[config.mk]
export PLATFORM = sky130hd
export DESIGN_NAME = mul_div_seq_flat
export DESIGN_NICKNAME = d
export VERILOG_FILES = /design/src/rtl/mul_div_seq_if.sv /design/src/rtl/mul_div_seq.sv /design/src/flat_wrapper.sv
export SDC_FILE = /design/constraint.sdc
export NUM_CORES = 2
export LEC_CHECK = 0
export ABC_AREA = 1
export CAP_MARGIN = 20
export CORE_MARGIN = 10
export CORE_UTILIZATION = 35
export DETAILED_ROUTE_END_ITERATION = 12
export SLEW_MARGIN = 20
export SYNTH_ARGS = -nofsm -noshare
export SYNTH_HDL_FRONTEND = slang
export SYNTH_SLANG_ARGS = --single-unit
[constraint.sdc]
create_clock -name CLK -period 3.4 [get_ports CLK]
set_input_delay 0.51 -clock CLK [delete_from_list [all_inputs] [get_ports CLK]]
set_output_delay 0.51 -clock CLK [all_outputs]
set_load 0.05 [all_outputs]
[src/rtl/mul_div_seq_if.sv]
// Request/response bundle for the sequential RISC-V M-extension multiply/divide unit.
// The requester drives the master side; mul_div_seq sits on the slave side.
interface mul_div_seq_if #(
    parameter int XLEN = 64
) ();
    logic            START;
    logic [2:0]      OP;
    logic [XLEN-1:0] A;
    logic [XLEN-1:0] B;
    logic            KILL;
    logic            BUSY;
    logic            DONE;
    logic [XLEN-1:0] RESULT;
    logic            DIV_ZERO;

    modport master (
        output START, OP, A, B, KILL,
        input  BUSY, DONE, RESULT, DIV_ZERO
    );

    modport slave (
        input  START, OP, A, B, KILL,
        output BUSY, DONE, RESULT, DIV_ZERO
    );
endinterface

[src/rtl/mul_div_seq.sv]
// Iterative RV M-extension unit: one radix-2 shift-add / restoring shift-subtract step
// per cycle on operand magnitudes, followed by a single sign-fix cycle.
module mul_div_seq #(
    parameter int XLEN  = 64,
    parameter int CNT_W = $clog2(XLEN) + 1
) (
    input  logic          CLK,
    input  logic          RESET,
    mul_div_seq_if.slave  bus
);

    typedef enum logic [1:0] {
        S_IDLE,
        S_CALC,
        S_FIX,
        S_DONE
    } state_t;

    localparam logic [XLEN-1:0]  MIN_NEG  = {1'b1, {(XLEN-1){1'b0}}};
    localparam logic [XLEN-1:0]  ALL_ONES = {XLEN{1'b1}};
    localparam logic [CNT_W-1:0] CNT_LAST = CNT_W'(XLEN - 1);

    state_t            state_q, state_d;
    logic [CNT_W-1:0]  cnt_q, cnt_d;
    logic [2:0]        op_q, op_d;
    logic [XLEN-1:0]   acc_q, acc_d;
    logic [XLEN-1:0]   lo_q, lo_d;
    logic [XLEN-1:0]   opb_q, opb_d;
    logic              neg_q, neg_d;
    logic              busy_q, busy_d;
    logic              done_q, done_d;
    logic [XLEN-1:0]   result_q, result_d;
    logic              div_zero_q, div_zero_d;

    // Operand classification at accept time
    logic            sgn_a, sgn_b, a_neg, b_neg;
    logic [XLEN-1:0] a_mag, b_mag;
    logic            by_zero, ovf;

    // Iteration datapath
    logic [XLEN:0]     mul_sum;
    logic [XLEN:0]     div_sh;
    logic [XLEN-1:0]   div_try;
    logic              div_qbit;
    logic [2*XLEN-1:0] prod, prod_fix;
    logic [XLEN-1:0]   quo_fix, rem_fix;

    always_comb begin
        // rs1 is signed for every op except MULHU/DIVU/REMU; rs2 only for MUL/MULH/DIV/REM
        sgn_a   = bus.OP[2] ? ~bus.OP[0] : ~(bus.OP[1] & bus.OP[0]);
        sgn_b   = bus.OP[2] ? ~bus.OP[0] : ~bus.OP[1];
        a_neg   = sgn_a & bus.A[XLEN-1];
        b_neg   = sgn_b & bus.B[XLEN-1];
        a_mag   = a_neg ? (~bus.A + 1'b1) : bus.A;
        b_mag   = b_neg ? (~bus.B + 1'b1) : bus.B;
        by_zero = bus.OP[2] & (bus.B == '0);
        ovf     = bus.OP[2] & ~bus.OP[0] & (bus.A == MIN_NEG) & (bus.B == ALL_ONES);

        // Multiply: {acc,lo} shifts right, multiplier bits consumed from lo[0]
        mul_sum  = {1'b0, acc_q} + (lo_q[0] ? {1'b0, opb_q} : {(XLEN+1){1'b0}});

        // Divide: {acc,lo} shifts left, quotient bits enter at lo[0].
        // acc < divisor always holds, so a successful trial fits in XLEN bits.
        div_sh   = {acc_q, lo_q[XLEN-1]};
        div_qbit = (div_sh >= {1'b0, opb_q});
        div_try  = div_sh[XLEN-1:0] - opb_q;

        prod     = {acc_q, lo_q};
        prod_fix = neg_q ? (~prod + 1'b1) : prod;
        quo_fix  = neg_q ? (~lo_q + 1'b1) : lo_q;
        rem_fix  = neg_q ? (~acc_q + 1'b1) : acc_q;

        state_d    = state_q;
        cnt_d      = cnt_q;
        op_d       = op_q;
        acc_d      = acc_q;
        lo_d       = lo_q;
        opb_d      = opb_q;
        neg_d      = neg_q;
        result_d   = result_q;
        div_zero_d = div_zero_q;

        unique case (state_q)
            S_IDLE: begin
                if (bus.START && !bus.KILL) begin
                    op_d  = bus.OP;
                    cnt_d = '0;
                    if (by_zero) begin
                        result_d   = bus.OP[1] ? bus.A : ALL_ONES;
                        div_zero_d = 1'b1;
                        state_d    = S_DONE;
                    end else if (ovf) begin
                        result_d   = bus.OP[1] ? '0 : MIN_NEG;
                        div_zero_d = 1'b0;
                        state_d    = S_DONE;
                    end else begin
                        acc_d   = '0;
                        lo_d    = a_mag;
                        opb_d   = b_mag;
                        // REM takes the dividend's sign; everything else the xor of both
                        neg_d   = (bus.OP[2] & bus.OP[1]) ? a_neg : (a_neg ^ b_neg);
                        state_d = S_CALC;
                    end
                end
            end
            S_CALC: begin
                if (bus.KILL) begin
                    state_d = S_IDLE;
                end else begin
                    if (op_q[2]) begin
                        acc_d = div_qbit ? div_try : div_sh[XLEN-1:0];
                        lo_d  = {lo_q[XLEN-2:0], div_qbit};
                    end else begin
                        acc_d = mul_sum[XLEN:1];
                        lo_d  = {mul_sum[0], lo_q[XLEN-1:1]};
                    end
                    cnt_d = cnt_q + 1'b1;
                    if (cnt_q == CNT_LAST) state_d = S_FIX;
                end
            end
            S_FIX: begin
                if (bus.KILL) begin
                    state_d = S_IDLE;
                end else begin
                    if (op_q[2])
                        result_d = op_q[1] ? rem_fix : quo_fix;
                    else
                        result_d = (op_q[1:0] == 2'b00) ? prod_fix[XLEN-1:0]
                                                        : prod_fix[2*XLEN-1:XLEN];
                    div_zero_d = 1'b0;
                    state_d    = S_DONE;
                end
            end
            S_DONE: begin
                state_d = S_IDLE;
            end
            default: begin
                state_d = S_IDLE;
            end
        endcase

        busy_d = (state_d != S_IDLE);
        done_d = (state_d == S_DONE);
    end

    always_ff @(posedge CLK) begin
        if (!RESET) begin
            state_q    <= S_IDLE;
            cnt_q      <= '0;
            op_q       <= '0;
            acc_q      <= '0;
            lo_q       <= '0;
            opb_q      <= '0;
            neg_q      <= 1'b0;
            busy_q     <= 1'b0;
            done_q     <= 1'b0;
            result_q   <= '0;
            div_zero_q <= 1'b0;
        end else begin
            state_q    <= state_d;
            cnt_q      <= cnt_d;
            op_q       <= op_d;
            acc_q      <= acc_d;
            lo_q       <= lo_d;
            opb_q      <= opb_d;
            neg_q      <= neg_d;
            busy_q     <= busy_d;
            done_q     <= done_d;
            result_q   <= result_d;
            div_zero_q <= div_zero_d;
        end
    end

    assign bus.BUSY     = busy_q;
    assign bus.DONE     = done_q;
    assign bus.RESULT   = result_q;
    assign bus.DIV_ZERO = div_zero_q;

endmodule
[src/flat_wrapper.sv]
// flat-port wrapper written by rule: the top's interface ports become plain ports
module mul_div_seq_flat 
#(
    parameter int XLEN  = 64,
    parameter int CNT_W = $clog2(XLEN) + 1
)
  (CLK, RESET, bus_START, bus_OP, bus_A, bus_B, bus_KILL, bus_BUSY, bus_DONE, bus_RESULT, bus_DIV_ZERO);
  mul_div_seq_if #(.XLEN(XLEN)) bus_i ();
  input  logic CLK;
  input  logic RESET;
  input wire logic [$bits(bus_i.START)-1:0] bus_START;
  input wire logic [$bits(bus_i.OP)-1:0] bus_OP;
  input wire logic [$bits(bus_i.A)-1:0] bus_A;
  input wire logic [$bits(bus_i.B)-1:0] bus_B;
  input wire logic [$bits(bus_i.KILL)-1:0] bus_KILL;
  output wire logic [$bits(bus_i.BUSY)-1:0] bus_BUSY;
  output wire logic [$bits(bus_i.DONE)-1:0] bus_DONE;
  output wire logic [$bits(bus_i.RESULT)-1:0] bus_RESULT;
  output wire logic [$bits(bus_i.DIV_ZERO)-1:0] bus_DIV_ZERO;
  assign bus_i.START = bus_START;
  assign bus_i.OP = bus_OP;
  assign bus_i.A = bus_A;
  assign bus_i.B = bus_B;
  assign bus_i.KILL = bus_KILL;
  assign bus_BUSY = bus_i.BUSY;
  assign bus_DONE = bus_i.DONE;
  assign bus_RESULT = bus_i.RESULT;
  assign bus_DIV_ZERO = bus_i.DIV_ZERO;
  mul_div_seq #(.XLEN(XLEN), .CNT_W(CNT_W)) u_core (.CLK(CLK), .RESET(RESET), .bus(bus_i));
endmodule
==> metrics.txt <==
synth warn=0; CP Class=input port to flop; Site Rows=119; hold buffer count at CTS=0; synthesized-area fraction occupied by adder cells=4.63%; final period utilization=97.7%; Detailed Route Iter0 Violations=6292; Final Max Tran Viols=0; Ports=202; Crit path required time=3.85 ns; vias in the first global route=45100; total negative slack=0 ns; Register Area=5460 um2; async set or reset register ratio after synthesis=0%; final RePlAce weighted congestion=1.08; CTS tree=done; Critical Path AT=3.77 ns; post-synth top area share=23.8%; Clock Pin Slew Worst Setup and Hold Paths=0.07 ns; endpoints failing hold=0; gr ovfl total=0; Cell Area, Placed=45400 um2; maximum clock rate=0.301 GHz; Crit. End Element=flop; Sw Pwr=6850 uW; FF-to-FF setup slack=0.13 ns; xor/xnor share of the synthesized area=4.61%; root buf cell=clkbuf_16; Switching Fraction=44.9%; syn_nets=7485; antenna violation net count after detailed routing=0; clk_skew=0.0206 ns; mapped cell area=37100 um2; clk sinks=272; Peak VDD IR=0.305 mV; Starting Density=35.2%; crit start category=input port; largest net degree at the start of global routing=111; RSZ-0062 raised after global routing=no; Post-synth EDFFs=0; CTS Buffer Depth=3; first drt pass iteration count=8; post-synthesis compound-gate area fraction=15.5%; remaining routing DRC violations=0; H-tree depth=2; first-pass GRT wire length=313000 um; Core Region=105000 um2; Vias/cell=5.43; Avg Cell Area, Syn=5.14 um2; cell-internal power=8420 uW; Area Growth Syn to Fin=26.7%; simple-gate share of the synthesized area=46.4%; Multi-input gate area=26500 um2; initial antenna violation count=19; Hold Path Class=input port to flop; status=complete, no violations; Die Ht=345 um; layout cell share with drive strength beyond 1=10.6%; Slew @ Worst Pin=0.845 ns; Skew-Pair Late Insertion Delay=0.62 ns; Die ar.=119000 um2; leading area contributor after synthesis=nand2_1; CP max FO=19; FF+latch count, synth=272; Final setup viols=0; Final Cell Area=46900 um2; IO buf count=201; relative slew slack=43.3%; drt total wl=221000 um; largest family of logic cells by synthesized area=simple AND/OR/NAND/NOR gates; logic gate share of total power=46.8%; CTS buffer count=40; post-synthesis sequential area ratio=14.7%; die width=345 um; main flop type after synthesis=dfxtp_1; cells after synthesis=7214; Pleak=0.0250 uW; Yosys cell types=54; post-synthesis mux area share=0.0270%; Final nets=8147; Synth area leaders=nand2_1, dfxtp_1, inv_1; via count=50500; clock network power share=29.3%; max cap viols=0; Final min period=3.32 ns; Pwr Density=325 nW/um2; Reg power frac=23.9%; Hold Slack=0.361 ns; HPWL Detailed=187000 um; wire per inst=23.8 um; overall global routing resource usage=34.8%; fill cell count=11800
==> kinds of logic after synthesis <==
kind of cell | after synthesis
multiplexers | 1
flip-flops | 272
XOR/XNOR | 195
adder cells (fa/ha/maj) | 136
AND/OR/NAND/NOR | 4171
buffers and inverters | 1354
AO/OA/AOI/OAI | 1085
==> flip-flops by register name, indices dropped and copies added (netlist names) <==
signal	count
u_core.state_q	2
u_core.opb_q	64
u_core.neg_q	1
u_core.cnt_q	7
u_core.lo_q	64
u_core.bus.BUSY	1
u_core.bus.RESULT	64
u_core.op_q	3
u_core.bus.DIV_ZERO	1
u_core.bus.DONE	1
u_core.acc_q	64
==> metal layers <==
| metal | vias to the layer above | track usage [%] | share of wire [%] |
|---|---|---|---|
| met2 | 2545 | 48.5 | 39 |
| met1 | 23500 | 50.1 | 45 |
| met4 | 10 | 10.3 | 3.4 |
| met3 | 299 | 10.3 | 12 |
| li1 | 24100 | - | - |
| met5 | - | 0 | 0.025 |
==> cells in the final DEF (no fill, tap or decap), types with 6 or more instances in the layout <==
cell	instances
nor2_2	26
nand4_1	114
o21ai_0	386
inv_1	1088
inv_2	17
clkdlybuf4s50_1	200
o21a_1	25
clkbuf_16	42
nand2_2	6
clkbuf_8	6
nor3_1	60
nor2_1	917
ha_1	133
nor4_1	27
buf_4	606
nor2_4	9
buf_12	55
nand2_1	2343
o22ai_1	9
clkinv_2	13
a31oi_1	19
nand3b_1	31
dfxtp_1	264
dfxtp_2	6
nand3_1	592
xor2_1	175
diode_2	8
a21oi_1	541
o21bai_1	31
and2_1	7
or2_2	14
o21ai_1	15
o211ai_1	40
xnor2_1	20
==> repair_timing <==
item / CTS / global route
setup buffers: 0 / 3
gates resized for setup: 1 / 28
pin swaps: 0 / 2
cloned: 0 / 2
endpoints found under the setup margin: 1 / 42
==> final cells by class <==
| type | instances | share of cell area, % |
|---|---|---|
| timing repair buffer | 863 | 16.4 |
| antenna | 8 | 0.0427 |
| multi-input combinational | 5588 | 56.4 |
| sequential | 272 | 11.6 |
| inverter | 1111 | 8.90 |
| clock buffer | 50 | 2.34 |
| clock inverter | 22 | 0.538 |
| tap | 1391 | 3.71 |
==> power groups by stage <==
| stage | Sequential, uW | Clock, uW | Combinational [uW] |
|---|---|---|---|
| after floorplan | 3740 | 0 | 3490 |
| after global placement | 3700 | 0 | 6800 |
| after detailed placement | 3700 | 0 | 6810 |
| after CTS | 3640 | 4520 | 6840 |
| after global routing | 3660 | 4630 | 7630 |
| final | 3650 | 4480 | 7140 |
==> cells in the mapped netlist, types with 5 or more instances <==
library cell,count
ha_1,134
nand4_1,114
nor2_2,19
dfxtp_1,272
nor4_1,27
a21oi_1,546
xnor2_1,20
inv_2,15
buf_4,11
o21ai_0,387
nand2_1,2347
nor3_1,61
buf_1,20
buf_6,6
o21bai_1,31
o21a_1,25
buf_2,54
clkinv_1,5
inv_1,1091
nor2_1,930
nand3b_1,31
o22ai_1,9
nand3_1,593
a31oi_1,19
o211ai_1,40
and2_1,7
or2_2,14
clkbuf_1,152
o21ai_1,14
xor2_1,175
==> final timing paths <==
path	from	to	depth (start not counted)
worst min-delay path	RESET	u_core.bus.RESULT[47]	3
worst max-delay path	bus_A[0]	u_core.opb_q[12]	18
worst max register to register	u_core.lo_q[0]	u_core.acc_q[52]	18
worst min register to register	u_core.cnt_q[1]	u_core.cnt_q[1]	2
==> per-stage QoR <==
stage	utilization, %	cells	total power, uW	setup WS, ns
finish	44.6	9305	15300	0.0778
detailed placement	43.1	9220	10500	-0.647
global route	44.6	9297	15900	0.00802
floorplan	-	7214	7230	0.565
CTS	44.4	9292	15000	0.0531
global placement	43.1	9220	10500	-0.614
==> worst max-delay path, cell delays in order <==
cell and delay (ns):
clkdlybuf4s50_1 0.53, inv_1 0.14, ha_1 0.20, inv_2 0.06, nor3_4 0.13, inv_2 0.07, nor2_4 0.09, nand2_1 0.07
nor2_2 0.24, buf_4 0.20, nand2_1 0.14, buf_4 0.19, nor2_1 0.11, nand2_1 0.11, nand3_2 0.12, inv_2 0.13
buf_4 0.22, a21oi_2 0.48
Power figures use the tool's default switching activity.
